## src/rtl/ad_responder_if.sv

```systemverilog
// ad_responder_if
// Groups the responder's A/D-converter lanes and its sample-feed handshake.
//   slave  modport : used by ad_responder (the converter emulator)
//   master modport : used by whatever drives ad_cs and the sample stream
// Signals:
//   ad_cs                 chip-select from the reader, active low
//   ad_sdata_a/b [1:0]    serial lanes; [0] carries a0/b0, [1] carries a1/b1
//   sample_a0..b1         next sample set
//   sample_valid/ready    one-deep buffered handshake
//   frame_done, underrun  one-cycle status pulses
//   frame_count           completed frames (wraps)
//   abort_count           frames cut short by ad_cs (saturates)
interface ad_responder_if #(
    parameter int DATA_BITS = 12,
    parameter int FCNT_W    = 16
);
    logic                 ad_cs;
    logic [1:0]           ad_sdata_a;
    logic [1:0]           ad_sdata_b;
    logic [DATA_BITS-1:0] sample_a0;
    logic [DATA_BITS-1:0] sample_a1;
    logic [DATA_BITS-1:0] sample_b0;
    logic [DATA_BITS-1:0] sample_b1;
    logic                 sample_valid;
    logic                 sample_ready;
    logic                 frame_done;
    logic                 underrun;
    logic [FCNT_W-1:0]    frame_count;
    logic [7:0]           abort_count;

    modport slave (
        input  ad_cs, sample_a0, sample_a1, sample_b0, sample_b1, sample_valid,
        output ad_sdata_a, ad_sdata_b, sample_ready, frame_done, underrun,
               frame_count, abort_count
    );

    modport master (
        output ad_cs, sample_a0, sample_a1, sample_b0, sample_b1, sample_valid,
        input  ad_sdata_a, ad_sdata_b, sample_ready, frame_done, underrun,
               frame_count, abort_count
    );
endinterface

```

## src/rtl/ad_responder.sv

```systemverilog
// ad_responder
// Slave-side emulator of a dual-lane serial A/D converter pair. On each
// falling ad_cs it serialises four samples (a0, a1, b0, b1) MSB first after
// LEAD_ZEROS zero bits, all four lanes bit-aligned. Sample sets arrive through
// a one-deep staging register with a valid/ready handshake.
// Ports:
//   clk      system clock (the reader samples sdata on the opposite edge)
//   reset_n  asynchronous active-low reset
//   bus      ad_responder_if.slave, lanes + handshake + status
//
// state   | meaning
// --------+--------------------------------------------------------------
// S_IDLE  | lanes 0, waiting for ad_cs falling (cs_d=1, ad_cs=0)
// S_SHIFT | driving frame bits, bit_cnt = bit index currently on the lanes
// S_TAIL  | frame complete, lanes 0 until ad_cs returns high
module ad_responder #(
    parameter int DATA_BITS  = 12,
    parameter int LEAD_ZEROS = 2,
    parameter int FCNT_W     = 16
) (
    input  logic           clk,
    input  logic           reset_n,
    ad_responder_if.slave  bus
);
    localparam int FRAME_BITS = LEAD_ZEROS + DATA_BITS;
    localparam int CNT_W      = $clog2(FRAME_BITS + 1);
    localparam logic [CNT_W-1:0] LAST_BIT = CNT_W'(FRAME_BITS - 1);

    typedef enum logic [1:0] {
        S_IDLE,
        S_SHIFT,
        S_TAIL
    } state_t;

    typedef logic [3:0][DATA_BITS-1:0]  set_t;
    typedef logic [3:0][FRAME_BITS-1:0] frame_t;

    state_t            r_state;
    state_t            w_state_nxt;
    logic              r_cs_d;
    logic [CNT_W-1:0]  r_bit_cnt;
    frame_t            r_sh;
    logic [3:0]        r_sdata;
    set_t              r_stg;
    logic              r_stg_full;
    set_t              r_last;
    logic              r_frame_done;
    logic              r_underrun;
    logic [FCNT_W-1:0] r_frame_count;
    logic [7:0]        r_abort_count;

    logic              w_start;
    logic              w_abort;
    logic              w_end;
    set_t              w_in;
    set_t              w_load;
    frame_t            w_frame;
    logic              w_no_data;

    // Lane index order: 0=a0, 1=a1, 2=b0, 3=b1
    assign w_in = {bus.sample_b1, bus.sample_b0, bus.sample_a1, bus.sample_a0};

    // Source at frame start: staging, then bypass, then repeat of last set
    assign w_no_data = !r_stg_full && !bus.sample_valid;
    assign w_load    = r_stg_full       ? r_stg :
                       bus.sample_valid ? w_in  : r_last;

    always_comb begin
        for (int i = 0; i < 4; i++) begin
            w_frame[i] = FRAME_BITS'(w_load[i]);
        end
    end

    always_ff @(posedge clk or negedge reset_n) begin
        if (!reset_n) begin
            r_state <= S_IDLE;
        end else begin
            r_state <= w_state_nxt;
        end
    end

    always_comb begin
        w_state_nxt = r_state;
        w_start     = 1'b0;
        w_abort     = 1'b0;
        w_end       = 1'b0;
        case (r_state)
            S_IDLE: begin
                if (!bus.ad_cs && r_cs_d) begin
                    w_start     = 1'b1;
                    w_state_nxt = S_SHIFT;
                end
            end
            S_SHIFT: begin
                // ad_cs high wins even on the final edge of the frame
                if (bus.ad_cs) begin
                    w_abort     = 1'b1;
                    w_state_nxt = S_IDLE;
                end else if (r_bit_cnt == LAST_BIT) begin
                    w_end       = 1'b1;
                    w_state_nxt = S_TAIL;
                end
            end
            S_TAIL: begin
                if (bus.ad_cs) begin
                    w_state_nxt = S_IDLE;
                end
            end
            default: w_state_nxt = S_IDLE;
        endcase
    end

    always_ff @(posedge clk or negedge reset_n) begin
        if (!reset_n) begin
            r_cs_d        <= 1'b1;
            r_bit_cnt     <= '0;
            r_sh          <= '0;
            r_sdata       <= '0;
            r_stg         <= '0;
            r_stg_full    <= 1'b0;
            r_last        <= '0;
            r_frame_done  <= 1'b0;
            r_underrun    <= 1'b0;
            r_frame_count <= '0;
            r_abort_count <= '0;
        end else begin
            r_cs_d       <= bus.ad_cs;
            r_frame_done <= 1'b0;
            r_underrun   <= 1'b0;

            if (w_start) begin
                r_last     <= w_load;
                r_bit_cnt  <= '0;
                r_underrun <= w_no_data;
                r_stg_full <= 1'b0;
                for (int i = 0; i < 4; i++) begin
                    r_sdata[i] <= w_frame[i][FRAME_BITS-1];
                    r_sh[i]    <= w_frame[i] << 1;
                end
            end else if (bus.sample_valid && !r_stg_full) begin
                r_stg      <= w_in;
                r_stg_full <= 1'b1;
            end

            if (w_abort) begin
                r_sdata <= '0;
                if (r_abort_count != 8'hFF) begin
                    r_abort_count <= r_abort_count + 8'd1;
                end
            end else if (w_end) begin
                r_sdata       <= '0;
                r_frame_done  <= 1'b1;
                r_frame_count <= r_frame_count + FCNT_W'(1);
            end else if (r_state == S_SHIFT) begin
                r_bit_cnt <= r_bit_cnt + CNT_W'(1);
                for (int i = 0; i < 4; i++) begin
                    r_sdata[i] <= r_sh[i][FRAME_BITS-1];
                    r_sh[i]    <= r_sh[i] << 1;
                end
            end
        end
    end

    assign bus.ad_sdata_a   = {r_sdata[1], r_sdata[0]};
    assign bus.ad_sdata_b   = {r_sdata[3], r_sdata[2]};
    assign bus.sample_ready = !r_stg_full;
    assign bus.frame_done   = r_frame_done;
    assign bus.underrun     = r_underrun;
    assign bus.frame_count  = r_frame_count;
    assign bus.abort_count  = r_abort_count;
endmodule

```

## src/flat_wrapper.sv

```systemverilog
// flat-port wrapper written by rule: the top's interface ports become plain ports
module ad_responder_flat 
#(
    parameter int DATA_BITS  = 12,
    parameter int LEAD_ZEROS = 2,
    parameter int FCNT_W     = 16
)
  (clk, reset_n, bus_ad_cs, bus_sample_a0, bus_sample_a1, bus_sample_b0, bus_sample_b1, bus_sample_valid, bus_ad_sdata_a, bus_ad_sdata_b, bus_sample_ready, bus_frame_done, bus_underrun, bus_frame_count, bus_abort_count);
  ad_responder_if #(.DATA_BITS(DATA_BITS), .FCNT_W(FCNT_W)) bus_i ();
  input  logic clk;
  input  logic reset_n;
  input wire logic [$bits(bus_i.ad_cs)-1:0] bus_ad_cs;
  input wire logic [$bits(bus_i.sample_a0)-1:0] bus_sample_a0;
  input wire logic [$bits(bus_i.sample_a1)-1:0] bus_sample_a1;
  input wire logic [$bits(bus_i.sample_b0)-1:0] bus_sample_b0;
  input wire logic [$bits(bus_i.sample_b1)-1:0] bus_sample_b1;
  input wire logic [$bits(bus_i.sample_valid)-1:0] bus_sample_valid;
  output wire logic [$bits(bus_i.ad_sdata_a)-1:0] bus_ad_sdata_a;
  output wire logic [$bits(bus_i.ad_sdata_b)-1:0] bus_ad_sdata_b;
  output wire logic [$bits(bus_i.sample_ready)-1:0] bus_sample_ready;
  output wire logic [$bits(bus_i.frame_done)-1:0] bus_frame_done;
  output wire logic [$bits(bus_i.underrun)-1:0] bus_underrun;
  output wire logic [$bits(bus_i.frame_count)-1:0] bus_frame_count;
  output wire logic [$bits(bus_i.abort_count)-1:0] bus_abort_count;
  assign bus_i.ad_cs = bus_ad_cs;
  assign bus_i.sample_a0 = bus_sample_a0;
  assign bus_i.sample_a1 = bus_sample_a1;
  assign bus_i.sample_b0 = bus_sample_b0;
  assign bus_i.sample_b1 = bus_sample_b1;
  assign bus_i.sample_valid = bus_sample_valid;
  assign bus_ad_sdata_a = bus_i.ad_sdata_a;
  assign bus_ad_sdata_b = bus_i.ad_sdata_b;
  assign bus_sample_ready = bus_i.sample_ready;
  assign bus_frame_done = bus_i.frame_done;
  assign bus_underrun = bus_i.underrun;
  assign bus_frame_count = bus_i.frame_count;
  assign bus_abort_count = bus_i.abort_count;
  ad_responder #(.DATA_BITS(DATA_BITS), .LEAD_ZEROS(LEAD_ZEROS), .FCNT_W(FCNT_W)) u_core (.clk(clk), .reset_n(reset_n), .bus(bus_i));
endmodule
```

## config.mk

```make
export PLATFORM = sky130hd
export DESIGN_NAME = ad_responder_flat
export DESIGN_NICKNAME = d
export VERILOG_FILES = /design/src/rtl/ad_responder_if.sv /design/src/rtl/ad_responder.sv /design/src/flat_wrapper.sv
export SDC_FILE = /design/constraint.sdc
export NUM_CORES = 1
export LEC_CHECK = 0
export ABC_AREA = 1
export CORE_ASPECT_RATIO = 0.5
export CORE_MARGIN = 5
export CORE_UTILIZATION = 60
export CTS_CLUSTER_DIAMETER = 100
export DETAILED_ROUTE_END_ITERATION = 8
export HOLD_SLACK_MARGIN = 0.08
export PLACE_DENSITY = 0.83
export SETUP_SLACK_MARGIN = 0.05
export SYNTH_ARGS = -nofsm -noshare
export SYNTH_HDL_FRONTEND = slang
export SYNTH_SLANG_ARGS = --single-unit
```

## constraint.sdc

```tcl
create_clock -name clk -period 2.6 [get_ports clk]
set_clock_uncertainty 0.1 [all_clocks]
set_input_delay 0.39 -clock clk [delete_from_list [all_inputs] [get_ports clk]]
set_output_delay 0.39 -clock clk [all_outputs]
set_load 0.01 [all_outputs]
```

After elaboration in Yosys (flattened, before gate mapping)

Cells that the tools add are included.

Output and inout port bits: 31
Input bits: 52
Word-level logic and storage cells: 77
Register bits after elaboration: 190

Add/subtract/negate cells: 3
Equal/unequal tests: 7
Bitwise logic cells: 2
Muxes and demuxes: 31
Reductions and logical operators: 13

Operator list:

| kind                                                                  | count |
|---|---|
| 56-bit 2-to-1 mux                                                     | 4 |
| 48-bit 2-to-1 mux                                                     | 2 |
| 4-bit 2-to-1 mux                                                      | 8 |
| 16-bit by 1-bit adder with 16-bit output, second input constant       | 1 |
| 1-bit 2-to-1 mux                                                      | 12 |
| 8-bit by 1-bit adder with 8-bit output, second input constant         | 1 |
| 2-bit 2-to-1 mux                                                      | 4 |
| 8-bit != test, second input constant                                  | 1 |
| 2-bit one-hot mux with 3 select lines                                 | 1 |
| 2-bit AND reduction                                                   | 3 |
| 4-bit by 1-bit adder with 4-bit output, second input constant         | 1 |
| 4-bit equality test, second input constant                            | 1 |
| 4-bit nonzero test                                                    | 1 |
| 1-bit logical AND                                                     | 3 |
| 1-bit zero test                                                       | 3 |
| 3-bit by 2-bit != test with 1-bit output, second input constant       | 1 |
| 3-bit AND reduction                                                   | 1 |
| 2-bit by 1-bit equality test with 1-bit output, second input constant | 1 |
| 2-bit equality test, second input constant                            | 1 |
| 2-bit zero test                                                       | 1 |
| 2-bit by 1-bit != test with 1-bit output, second input constant       | 1 |
| 2-bit != test, second input constant                                  | 1 |
| 1-bit NOT                                                             | 2 |
| 2-bit nonzero test                                                    | 1 |

Logic depth before layout (Yosys ltp)

Depth in word-level cells: 8
Mapped depth: 10
Mapped depth without buffers: 9

Worst setup path before layout

OpenSTA, ideal clock, no wires.

Path type: register to register
Start point: register u_core.r_bit_cnt[1]
End point: register u_core.r_frame_count[8] (netlist: u_core.bus.frame_count[8])
Library setup time: 0.123 ns
Path buffers: 1
Stages on the path, launching flop included: 9
Period minus slack after synthesis: 1.558 ns
Required time: 2.377 ns
Setup slack: 1.042 ns
Arrival: 1.335 ns
Path through: dfrtp_1 inv_1 ha_1 nand3_1 buf_2 nor2_4 nand2_1 o21ai_0 nand2_1

Cells in the longest elaborated chain, start to end: 5

Ends and longest elaborated chain:

| element                       | RTL line            | source |
|---|---|---|
| from (decl)                   | ad_responder.sv:41  | `logic [CNT_W-1:0] r_bit_cnt;` |
| from (signal assigned)        | ad_responder.sv:155 | `r_bit_cnt <= r_bit_cnt + CNT_W'(1);` |
| 4-bit equality test           | ad_responder.sv:99  | `end else if (r_bit_cnt == LAST_BIT) begin` |
| 1-bit 2-to-1 mux              | ad_responder.sv:99  |  |
| 1-bit 2-to-1 mux              | ad_responder.sv:96  | `if (bus.ad_cs) begin` |
| 1-bit 2-to-1 mux              | ad_responder.sv:87  | `case (r_state)` |
| 2-bit AND reduction (no line) | -                   |  |
| to (signal assigned)          | ad_responder.sv:153 | `r_frame_count <= r_frame_count + FCNT_W'(1);` |
| to (decl)                     | ad_responder.sv:49  | `logic [FCNT_W-1:0] r_frame_count;` |

No other way between the ends.
A chain may end at the register's enable or synchronous reset.

Worst setup path after layout

Start point: register u_core.r_stg_full
End point: output bus_sample_ready

Cells in the longest elaborated chain, start to end: 1

Ends and longest elaborated chain:

| element                | RTL line            | source |
|---|---|---|
| from (decl)            | ad_responder.sv:45  | `logic r_stg_full;` |
| from (signal assigned) | ad_responder.sv:120 | `r_stg_full <= 1'b0;` |
| from (signal assigned) | ad_responder.sv:135 | `r_stg_full <= 1'b0;` |
| from (signal assigned) | ad_responder.sv:142 | `r_stg_full <= 1'b1;` |
| 1-bit zero test        | ad_responder.sv:166 | `assign bus.sample_ready = !r_stg_full;` |
| to (decl)              | flat_wrapper.sv:20  | `output wire logic [$bits(bus_i.sample_ready)-1:0] bus_sample_ready;` |

No other way between the ends.

==> results by group <==
STA
  • Setup violations, final: 0
  • Highest Clock Rate: 0.4660 GHz
  • RSZ-0062 raised after global routing: false
  • Slew headroom: 57.81%
  • Final Max Slew Viols: 0
  • Worst hold margin: 0.3843 ns
  • Final WS setup: 0.4542 ns
  • Total negative setup slack: 0 ns
  • Crit share post-route: 82.53%
  • Worst slew pin tran: 0.6328 ns
  • Hold Fails Final Rpt: 0
  • Tmin final: 2.146 ns

Setup path
  • CP max FO: 13
  • RR Startpoint: u_core.r_bit_cnt[1]
  • Worst EP arrival: 1.66 ns
  • Worst reg2reg setup slack: 0.71 ns
  • Crit start category: register
  • Critical path class: reg2out
  • CP Capture Type: primary output
  • Path depth of the worst reg2reg path: 7
  • RR Endpoint: u_core.r_sh[27]
  • Critical Path RT: 2.11 ns

Synth
  • Sequential fraction of the synthesis area: 54.09%
  • Synthesis warning total: 0
  • Syn avg cell area: 8.342 µm²
  • Synth async-reset ratio: 100.0%
  • Post-synth EDFFs: 0
  • Main synth FF type: dfrtp_1
  • Synth unique cells: 29
  • Yosys top cell by area: dfrtp_1
  • Syn_nets: 1110
  • Synth top area cells: dfrtp_1 54%, nand2_1 13%, nand3_1 9.7%
  • Seq cells post-synth: 190
  • Synth top area share: 53.79%
  • Gate Count Post-Synth: 1054
  • Cell Area, Synth: 8792 µm²

Clock network
  • Htree depth: 4
  • Post-CTS sizing: 0
  • CTS tree: built
  • Clk_lat worst skew: 0.42 ns
  • Post-CTS setup buffers: 0
  • Clock root buffer: clkbuf_16
  • Clk buf depth: 2
  • Clock transition at the registers of the reported paths: 0.07 ns
  • Clk sinks: 190
  • Total CTS buffers: 17

Worst hold path
  • Worst Hold Path EP: u_core.r_last[38]
  • Hold WC Path Type: reg2reg
  • Hold depth: 2
  • Hold wc startpoint: u_core.r_last[38]

Floorplan
  • Core area: 14430 µm²
  • Starting density of the core: 60.93%
  • I/O pin cnt: 83
  • Full die area: 17320 µm²
  • Die Y: 95.60 µm
  • Die width: 181.2 µm
  • Row cnt: 31

Finish
  • Diode count: 0
  • Layout cells sized above 1: 6.537%
  • # nets final: 1175
  • Syn-to-layout area delta: 17.85%

Drt
  • Vias per cell: 5.695
  • Drc violations: 0
  • Drt first pass iters: 5
  • Routed Wire Length: 20.50 mm
  • Via Count: 7575
  • DR WL/cell: 15.41 µm
  • Initial DRC Count: 812
  • Post-DRT Antenna Nets: 0

Placed design
  • GPL Wtd Cong: 0.8328
  • IO Port Bufs: 82
  • Pre-CTS WS: 0.4598 ns
  • Detailed placement HPWL: 12.86 mm

Global routing
  • Initial antenna violation count: 0
  • Grt total ovfl: 0
  • Largest net degree at the start of global routing: 77
  • All-Layer GR Usage: 25.12%
  • First-pass GRT wire length: 35.63 mm
  • Vias in the first global route: 7467

Power
  • Max VDD drop: 0.5095 mV
  • Leak: 5.029 nW
  • Pwr/cell area: 838.1 nW/µm²

Flow run
  • Max-cap viol count: 0

Status
  • Status: completed
power by group:
group	switching, mW	internal, mW
sequential	0.531	3.82
clock	1.19	1.27
combinational	1.06	0.824
layer usage:
layer  part of all wire [%]  vias up  GRT usage, %
met5                      0        -             0
met3                    5.9       41         4.116
met4                    1.9        0         9.488
met1                     44     3640         33.81
met2                     48      306         41.95
li1                       -     3588             -
registers in the layout, summed over array words and instances, names as in the netlist, 2 cells and up:
register                flops
u_core.bus.abort_count      8
u_core.r_bit_cnt            4
u_core.bus.frame_count     16
u_core.r_last              48
u_core.r_stg               48
u_core.r_sdata              4
u_core.r_state              2
u_core.r_sh                56
cell type report:
type	instances	area, µm²
repair buffers	107	1090
fillers	1074	4068
clock inverters	14	111.4
inverters	103	386.6
well taps	198	247.7
clock buffers	18	439.2
flip-flops and latches	190	4757
multi-input cells	700	3329
synthesized netlist by cell type, types with 2 or more instances:
cell type  count
nand2_1      301
dfrtp_1      189
nand3_1      170
inv_1        100
o21ai_1       63
o21ai_0       50
o211ai_1      32
nor2_1        25
buf_2         22
clkbuf_1      21
nor3_1        18
buf_4         13
nand4_1       13
xnor2_1        6
xor2_1         5
ha_1           4
buf_6          3
inv_2          3
nor2_2         3
buf_1          2
nand2_2        2
nand2_4        2
cells by family (layout without fill, tap and decap cells):
logic type,after synthesis,in the layout,synth area share (%)
compound gates,147,147,9.321
xor+xnor,11,11,1.096
fa+ha+maj,4,4,0.5693
buf+inv,164,242,8.126
flops,190,190,54.09
simple gates,538,538,26.80
cell usage in the layout (no fill, tap or decap), types with 2 or more instances in the layout:
cell | Yosys | routed
nand2_1 | 301 | 300
clkbuf_16 | 0 | 17
o21ai_1 | 63 | 63
clkinv_2 | 0 | 3
nand2_4 | 2 | 2
inv_1 | 100 | 100
inv_6 | 0 | 2
clkbuf_8 | 0 | 2
inv_2 | 3 | 3
buf_4 | 13 | 18
nand2_2 | 2 | 3
o211ai_1 | 32 | 32
nand3_1 | 170 | 169
dfrtp_1 | 189 | 188
clkinv_4 | 0 | 3
o21ai_0 | 50 | 50
buf_12 | 0 | 6
nor3_1 | 18 | 18
inv_8 | 0 | 2
clkdlybuf4s50_1 | 0 | 81
clkinvlp_4 | 0 | 4
nor2_1 | 25 | 25
xnor2_1 | 6 | 6
ha_1 | 4 | 4
nor2_2 | 3 | 3
xor2_1 | 5 | 5
nand4_1 | 13 | 13
critical path, cell delays in order, from the launching register on:
cell             delay (ns)
dfrtp_2                0.52
inv_2                  0.16
clkdlybuf4s50_1        0.55
worst max-delay path by stage:
stage	start	to	slack, ns	depth (start not counted)
2_1_floorplan	u_core.r_bit_cnt[1]	u_core.bus.frame_count[8]	1.04	8
3_3_place_gp	bus_ad_cs	u_core.bus.frame_count[3]	0.50	8
3_5_place_dp	bus_ad_cs	u_core.bus.frame_count[3]	0.46	8
4_1_cts	u_core.r_stg_full	bus_sample_ready	0.45	2
5_1_grt	u_core.r_stg_full	bus_sample_ready	0.41	2
6_report	u_core.r_stg_full	bus_sample_ready	0.45	2
per-stage QoR:
step | std cells | util, % | power (mW) | area, µm²
global placement | 1297 | 67.92 | 6.089 | 9801
CTS | 1330 | 71.81 | 8.698 | 10360
finish | 1330 | 71.81 | 8.684 | 10360
detailed placement | 1297 | 67.92 | 6.228 | 9801
global route | 1330 | 71.81 | 9.218 | 10360
floorplan | 1054 | - | 5.551 | 8792
repair_timing:
| action | CTS | global route |
|---|---|---|
| endpoints found under the setup margin | 0 | 0 |
| hold buffers | 1 | 0 |
| hold endpoints to repair | 72 | 0 |
Note: power is estimated with default switching activity, not from simulation.
